**config.mk**
```make
export PLATFORM = sky130hd
export DESIGN_NAME = calc_result_rx
export DESIGN_NICKNAME = d
export VERILOG_FILES = /design/src/rtl/calc_result_rx.sv
export SDC_FILE = /design/constraint.sdc
export NUM_CORES = 1
export LEC_CHECK = 0
export CORE_AREA = 2 2 121 123
export CTS_CLUSTER_DIAMETER = 100
export DETAILED_ROUTE_END_ITERATION = 12
export DIE_AREA = 0 0 123 125
export PLACE_DENSITY = 0.79
export REMOVE_ABC_BUFFERS = 1
export SYNTH_ARGS = -nofsm -noshare
export SYNTH_HDL_FRONTEND = slang
export SYNTH_SLANG_ARGS = --single-unit
```
**constraint.sdc**
```tcl
create_clock -name Clk -period 9.2 [get_ports Clk]
set_input_delay 1.84 -clock Clk [delete_from_list [all_inputs] [get_ports Clk]]
set_output_delay 1.84 -clock Clk [all_outputs]
set_load 0.03 [all_outputs]
```
**src/rtl/calc_result_rx.sv**
```systemverilog
// rtl/calc_result_rx.sv - serial result receiver: chunk assembler plus FWFT word FIFO
// Build option: CALC_RX_MSB_FIRST_EN selects most-significant-chunk-first assembly.
module calc_result_rx #(
  parameter int SIZE  = 4,
  parameter int DEPTH = 4
) (
  input  logic                         Clk,
  input  logic                         Reset,
  input  logic                         DoutValid,
  input  logic [SIZE-1:0]              DataOut,
  input  logic                         ClkTx,
  input  logic                         RdEn,
  input  logic                         ClrErr,
  output logic [31:0]                  RdData,
  output logic                         Empty,
  output logic                         Full,
  output logic [$clog2(DEPTH+1)-1:0]   Count,
  output logic                         Overflow,
  output logic                         FrameErr
);

  localparam int CHUNKS = 32 / SIZE;
  localparam int CW     = (CHUNKS > 1) ? $clog2(CHUNKS) : 1;
  localparam int AW     = $clog2(DEPTH);
  localparam int NW     = $clog2(DEPTH + 1);

  typedef enum logic {S_IDLE, S_COLLECT} state_t;

  state_t          r_state, w_state_nxt;
  logic [CW-1:0]   r_cnt, w_cnt_nxt;
  logic [31:0]     r_shift, w_shift_nxt;
  logic            r_clktx_q;
  logic            r_tx_armed;
  logic [31:0]     r_mem [DEPTH];
  logic [AW-1:0]   r_wptr, r_rptr;
  logic [NW-1:0]   r_count;
  logic            r_overflow, r_frame_err;

  logic            w_tx_edge;
  logic            w_push, w_abort, w_pop, w_wr, w_drop, w_full;
  logic [31:0]     w_chunk32, w_base, w_assembled;

  // Armed only after ClkTx has been seen low since reset, so a strobe held
  // high across reset release cannot look like a fresh edge.
  assign w_tx_edge = ClkTx & ~r_clktx_q & r_tx_armed;
  assign w_chunk32 = 32'(DataOut);
  assign w_base    = (r_state == S_IDLE) ? 32'd0 : r_shift;

`ifdef CALC_RX_MSB_FIRST_EN
  assign w_assembled = (w_base << SIZE) | w_chunk32;
`else
  assign w_assembled = (w_chunk32 << (32 - SIZE)) | (w_base >> SIZE);
`endif

  always_ff @(posedge Clk) begin
    if (Reset) begin
      r_state    <= S_IDLE;
      r_cnt      <= '0;
      r_shift    <= '0;
      r_clktx_q  <= 1'b0;
      r_tx_armed <= 1'b0;
    end else begin
      r_state    <= w_state_nxt;
      r_cnt      <= w_cnt_nxt;
      r_shift    <= w_shift_nxt;
      r_clktx_q  <= ClkTx;
      r_tx_armed <= r_tx_armed | ~ClkTx;
    end
  end

  always_comb begin
    w_state_nxt = r_state;
    w_cnt_nxt   = r_cnt;
    w_shift_nxt = r_shift;
    w_push      = 1'b0;
    w_abort     = 1'b0;
    case (r_state)
      S_IDLE: begin
        if (w_tx_edge && DoutValid) begin
          w_shift_nxt = w_assembled;
          if (CHUNKS == 1) begin
            w_push = 1'b1;
          end else begin
            w_cnt_nxt   = CW'(1);
            w_state_nxt = S_COLLECT;
          end
        end
      end
      S_COLLECT: begin
        if (!DoutValid) begin
          w_abort     = 1'b1;
          w_cnt_nxt   = '0;
          w_state_nxt = S_IDLE;
        end else if (w_tx_edge) begin
          w_shift_nxt = w_assembled;
          if (r_cnt == CW'(CHUNKS - 1)) begin
            w_push      = 1'b1;
            w_cnt_nxt   = '0;
            w_state_nxt = S_IDLE;
          end else begin
            w_cnt_nxt = r_cnt + CW'(1);
          end
        end
      end
      default: begin
        w_cnt_nxt   = '0;
        w_state_nxt = S_IDLE;
      end
    endcase
  end

  // A pop frees the slot this cycle, so a push into a full FIFO with a
  // simultaneous pop is still accepted.
  assign w_full = (r_count == NW'(DEPTH));
  assign w_pop  = RdEn & (r_count != '0);
  assign w_wr   = w_push & (~w_full | w_pop);
  assign w_drop = w_push & w_full & ~w_pop;

  always_ff @(posedge Clk) begin
    if (Reset) begin
      for (int i = 0; i < DEPTH; i++) r_mem[i] <= '0;
      r_wptr  <= '0;
      r_rptr  <= '0;
      r_count <= '0;
    end else begin
      if (w_wr) begin
        r_mem[r_wptr] <= w_assembled;
        r_wptr        <= r_wptr + AW'(1);
      end
      if (w_pop) r_rptr <= r_rptr + AW'(1);
      case ({w_wr, w_pop})
        2'b10:   r_count <= r_count + NW'(1);
        2'b01:   r_count <= r_count - NW'(1);
        default: r_count <= r_count;
      endcase
    end
  end

  always_ff @(posedge Clk) begin
    if (Reset) begin
      r_overflow  <= 1'b0;
      r_frame_err <= 1'b0;
    end else begin
      r_overflow  <= w_drop  | (r_overflow  & ~ClrErr);
      r_frame_err <= w_abort | (r_frame_err & ~ClrErr);
    end
  end

  assign RdData   = r_mem[r_rptr];
  assign Empty    = (r_count == '0);
  assign Full     = w_full;
  assign Count    = r_count;
  assign Overflow = r_overflow;
  assign FrameErr = r_frame_err;

endmodule

```
# Word level (Yosys, flattened, before mapping)

Memory sizes are Yosys's and may differ from the RTL's. A register that Yosys moved wholly into a read port is not among the register bits.
Index checks and enable logic that the tools add are counted.

Bits in registers: 47
Bits in writable memories: 128
Logic and storage cells: 82
Memories kept: 1
Input port bits: 10

Mux-type cells: 32
Reductions and logical operators: 7
Bitwise logic cells: 19
Equality and inequality tests: 8
Add/sub/neg operators: 5

Memory list:

| memory | words | bits a word | read ports | clocked after Yosys merged registers in | wr ports | line | text |
|---|---|---|---|---|---|---|---|
| r_mem  | 4     | 32          | 1          | 1                                       | 4        | 34   | `logic [31:0] r_mem [DEPTH];` |

Operators with widths:

| cell                  | number |
|---|---|
| $mux W32              | 5 |
| $pmux W32 S2          | 1 |
| $or A32 B28 Y32       | 1 |
| $reduce_or A32 Y1     | 1 |
| $mux W1               | 16 |
| $mux W3               | 4 |
| $pmux W3 S2           | 2 |
| $and A1 B1 Y1         | 8 |
| $add A3 B1 Y3 const B | 2 |
| $eq A3 B3 Y1 const B  | 2 |
| $mux W2               | 3 |
| $not A1 Y1            | 6 |
| $add A2 B1 Y2 const B | 2 |
| $ne A2 B1 Y1 const B  | 2 |
| $or A1 B1 Y1          | 4 |
| $logic_not A3 Y1      | 1 |
| $ne A3 B2 Y1 const B  | 1 |
| $reduce_and A3 Y1     | 1 |
| $reduce_bool A3 Y1    | 1 |
| $sub A3 B1 Y3 const B | 1 |
| $eq A2 B1 Y1 const B  | 1 |
| $eq A2 B2 Y1 const B  | 1 |
| $ne A2 B2 Y1 const B  | 1 |
| $pmux W1 S2           | 1 |
| 3 further kinds       | 3 |

# Depth between registers and ports, before layout

Word-level depth: 12
Mapped depth: 12
Gate-level depth less buffers: 11

# Least setup slack after synthesis

OpenSTA, ideal clock, no wires.

Path type: in2reg
Start point: input port ClkTx
End point: memory r_mem[3][0], enable pin
Arrival: 4821 ps
Path buffers: 0
Path slack: 3914 ps
Library setup time: 466 ps
Stages on the path: 4
Path through: nand3b_1 > nor3_1 > inv_2 > o21ai_0

RTL lines:

| item        | line | text |
|---|---|---|
| from (decl) | 11   | `input logic ClkTx,` |
| to (decl)   | 34   |  |

# Worst setup path in the final report

Start point: input port DoutValid
End point: register r_count[2] (netlist: Count[2])

Word-level cells in the longest chain between the ends: 5

RTL lines:

| item                                              | line | text |
|---|---|---|
| from (decl)                                       | 9    | `input logic DoutValid,` |
| $mux W1 *                                         | 90   | `if (!DoutValid) begin` |
| $mux W1 *                                         | 77   | `case (r_state)` |
| $and A1 B1 Y1 *                                   | 116  | `assign w_wr = w_push & (~w_full \| w_pop);` |
| $eq A2 B1 Y1 or $eq A2 B2 Y1 (tied branches)      | 131  | `case ({w_wr, w_pop})` |
| $pmux W3 S2 or $reduce_bool A2 Y1 (tied branches) | n/a  |  |
| to (signal assigned)                              | 132  | `2'b10: r_count <= r_count + NW'(1);` |
| to (signal assigned)                              | 133  | `2'b01: r_count <= r_count - NW'(1);` |
| to (signal assigned)                              | 134  | `default: r_count <= r_count;` |
| to (decl)                                         | 36   | `logic [NW-1:0] r_count;` |

Mark *: on every way between the ends. The rest lies on a longest branch, timed or not.
A chain may end at the register's enable or synchronous reset.

==> results_dict.tcl <==
set metrics [dict create \
    status "completed" \
    antenna_found_initial 0 \
    startpoint_type "input pin" \
    syn_to_final_growth_pct 17.29 \
    drv_cap 0 \
    totalWireLength_um 15150 \
    final_common_cell "edfxtp_1" \
    worst_slew_pin_slew_ps 1198 \
    fp.coreArea_sq_mm 0.01420 \
    num_vias 4588 \
    cts_buffer_depth 2 \
    place_congestion 0.7604 \
    final_nets 607 \
    synth_area_leaders "edfxtp_1 52%, dfxtp_1 12%, mux4_2 9.7%" \
    placementRows 44 \
    cp.arrival_ps 5300 \
    worstPathMaxFanout 19 \
    cp-startpoint "DoutValid" \
    netlist_area_sq_mm 0.007455 \
    leakage_nw 2.975 \
    cp.required_ps 9550 \
    ys_ff_latch 173 \
    vias_per_cell 5.808 \
    cts_tree "built" \
    drive_gt1_share_pct 13.53 \
    portBuffers 48 \
    htree_num_levels 4 \
    diodes 0 \
    vdd_drop_max_mv 0.1230 \
    reg2reg_from "r_cnt[0]$_SDFFE_PP0P_" \
    grt_pass1_vias 4638 \
    root_buffer "clkbuf_16" \
    ant_nets 0 \
    grt_pass1_wl_um 24320 \
    avgRoutedWirePerCell_um 19.18 \
    layout_common_cells "128 x edfxtp_1, 83 x and2_1, 47 x clkdlybuf4s50_1" \
    finalMaxSlewViolations 0 \
    crit_path_end_kind "flop" \
    post_cts_resized 0 \
    fmax_ghz 0.2021 \
    hold_viol_final 0 \
    hpwl_um 8379 \
    ys_types 42 \
    drt_iter0_markers 535 \
    cts_hold_buf 0 \
    grt_max_degree 54 \
    num-fill-cells 1070 \
    die_w_um 123 \
    yosysTopAreaCell "edfxtp_1" \
    grt_overflow 0 \
    synth.top_cell.area_share_pct 51.56 \
    crit_slowest_cell "nor3_1" \
    fin_crit_sh_pct 53.79 \
    cts_buffers 17 \
    yosysSeqAreaShare_pct 63.65 \
    cts_sinks 173 \
    max_stage_delay_ps 930 \
    synth_warnings 0 \
    syn_avg_cell_area_sq_um 13.48 \
    rsz0062_at_grt "false" \
    slew_headroom_pct 19.99 \
    drt-pass1-iter-count 5 \
    ios 49 \
    finalSetupTns_ps 0 \
    dieArea_sq_mm 0.01538 \
    hp-class "flop to flop" \
    period_needed_ps 4949 \
    post-cts-setup-buffers 0 \
    dieHeight_um 125 \
    worstSetupPathType "input pin to flop" \
    fin_worst_skew_ps 7.505 \
    hold_start "Overflow$_SDFF_PP0_" \
    hold-worst-slack_ps 478.6 \
    initial_utilization_pct 52.48 \
    synthCells 553 \
    crit_chain "clkdlybuf4s50_1 -> nand3_1 -> nor3_1 -> inv_2 -> ha_1 -> inv_1 -> fa_1 -> xor2_1 -> or3_1 -> a21oi_1" \
    drc 0 \
    powerDensity_mw_per_mm2 198.9 \
    setup_viol 0 \
    clk_pin_slew_ps 60 \
    insertion_delay_ps 430 \
    track_usage_pct 21.33 \
]
[cell type report]
class / instances / area (sq um) / area share, %
Multi-Input combinational cell: 333 / 2514 / 28.75
Clock inverter: 12 / 217.7 / 2.490
Clock buffer: 20 / 436.7 / 4.994
Timing Repair Buffer: 61 / 573.1 / 6.554
Inverter: 7 / 26.28 / 0.3005
Tap cell: 184 / 230.2 / 2.633
Sequential cell: 173 / 4746 / 54.28
[power by group]
group	total [mW]	switching [mW]	internal, mW	leakage (nW)
logic	0.0735	0.0463	0.0272	1.07
registers	0.872	0.00835	0.864	1.59
clock network	0.794	0.287	0.507	0.312
total	1.74	0.341	1.40	2.97
[registers in the layout, summed over array words and instances, names as in the netlist, named ones only]
register    cells
r_mem         128
r_shift        28
Count           3
r_cnt           3
r_rptr          2
r_wptr          2
FrameErr        1
Overflow        1
r_clktx_q       1
r_state         1
r_tx_armed      1
[worst max-delay path: cells and delay by family]
| kind | cells | cell delay (ps) |
|---|---|---|
| xor+xnor | 1 | 70 |
| fa+ha+maj | 2 | 530 |
| simple gates | 3 | 1540 |
| buf+inv | 3 | 1170 |
| compound gates | 1 | 140 |
[synthesized netlist by cell type, drive strengths merged]
cell type	instances
dfxtp	45
nor4b	1
nand3	45
nand3b	1
o31ai	1
nor2	27
o311ai	1
a31oi	2
or4b	2
inv	7
fa	1
nand2	36
a21o	3
o21ai	2
xor2	4
o2111a	1
mux2	2
ha	3
a21oi	33
mux4	32
nand2b	3
nand4bb	1
and3b	1
and3	25
and4b	4
buf	14
clkbuf	26
nor2b	5
and4	3
nand4b	1
nor4	3
or3	1
a311oi	1
edfxtp	128
and2	83
nand4	3
nor3	2
[metal layers]
metal | GRT usage, % | share of wire (%) | up-vias
met1 | 28.60 | 42 | 2255
met3 | 5.657 | 7.1 | 27
met5 | 0 | 0 | -
met2 | 33.21 | 49 | 188
met4 | 8.757 | 1.8 | 0
li1 | - | - | 2118
[cells by family (layout without fill, tap and decap cells)]
logic type | after synthesis | count (layout) | share of synthesized area (%)
and+or+nand+nor | 247 | 247 | 19.03
DFF | 173 | 173 | 63.65
buffers and inverters | 47 | 100 | 2.803
AOI/OAI and AO/OA | 44 | 44 | 3.307
muxes | 34 | 34 | 9.970
adders and majority gates | 4 | 4 | 0.7721
xor gates and xnor gates | 4 | 4 | 0.4699
[worst paths after layout]
path / slack [ps] / to / cells past startpoint
setup reg to reg: 5670 / Count[2]$_SDFFE_PP0P_ / 11
hold reg to reg: 480 / Overflow$_SDFF_PP0_ / 2
hold / removal: 480 / Overflow$_SDFF_PP0_ / 2
setup / recovery: 4250 / Count[2]$_SDFFE_PP0P_ / 10
[stage by stage]
step | std cells | utilization (%) | power [mW] | worst slack [ps] | cell area (sq um)
floorplan | 513 | - | 0.9251 | 3400 | 7272
global placement | 758 | 56.95 | 0.9599 | 4115 | 8089
detailed placement | 758 | 56.95 | 0.9627 | 3955 | 8089
CTS | 790 | 61.56 | 1.747 | 4407 | 8743
global route | 790 | 61.56 | 1.789 | 3989 | 8743
finish | 790 | 61.56 | 1.739 | 4251 | 8743
Note: power is estimated with default switching activity, not from simulation.
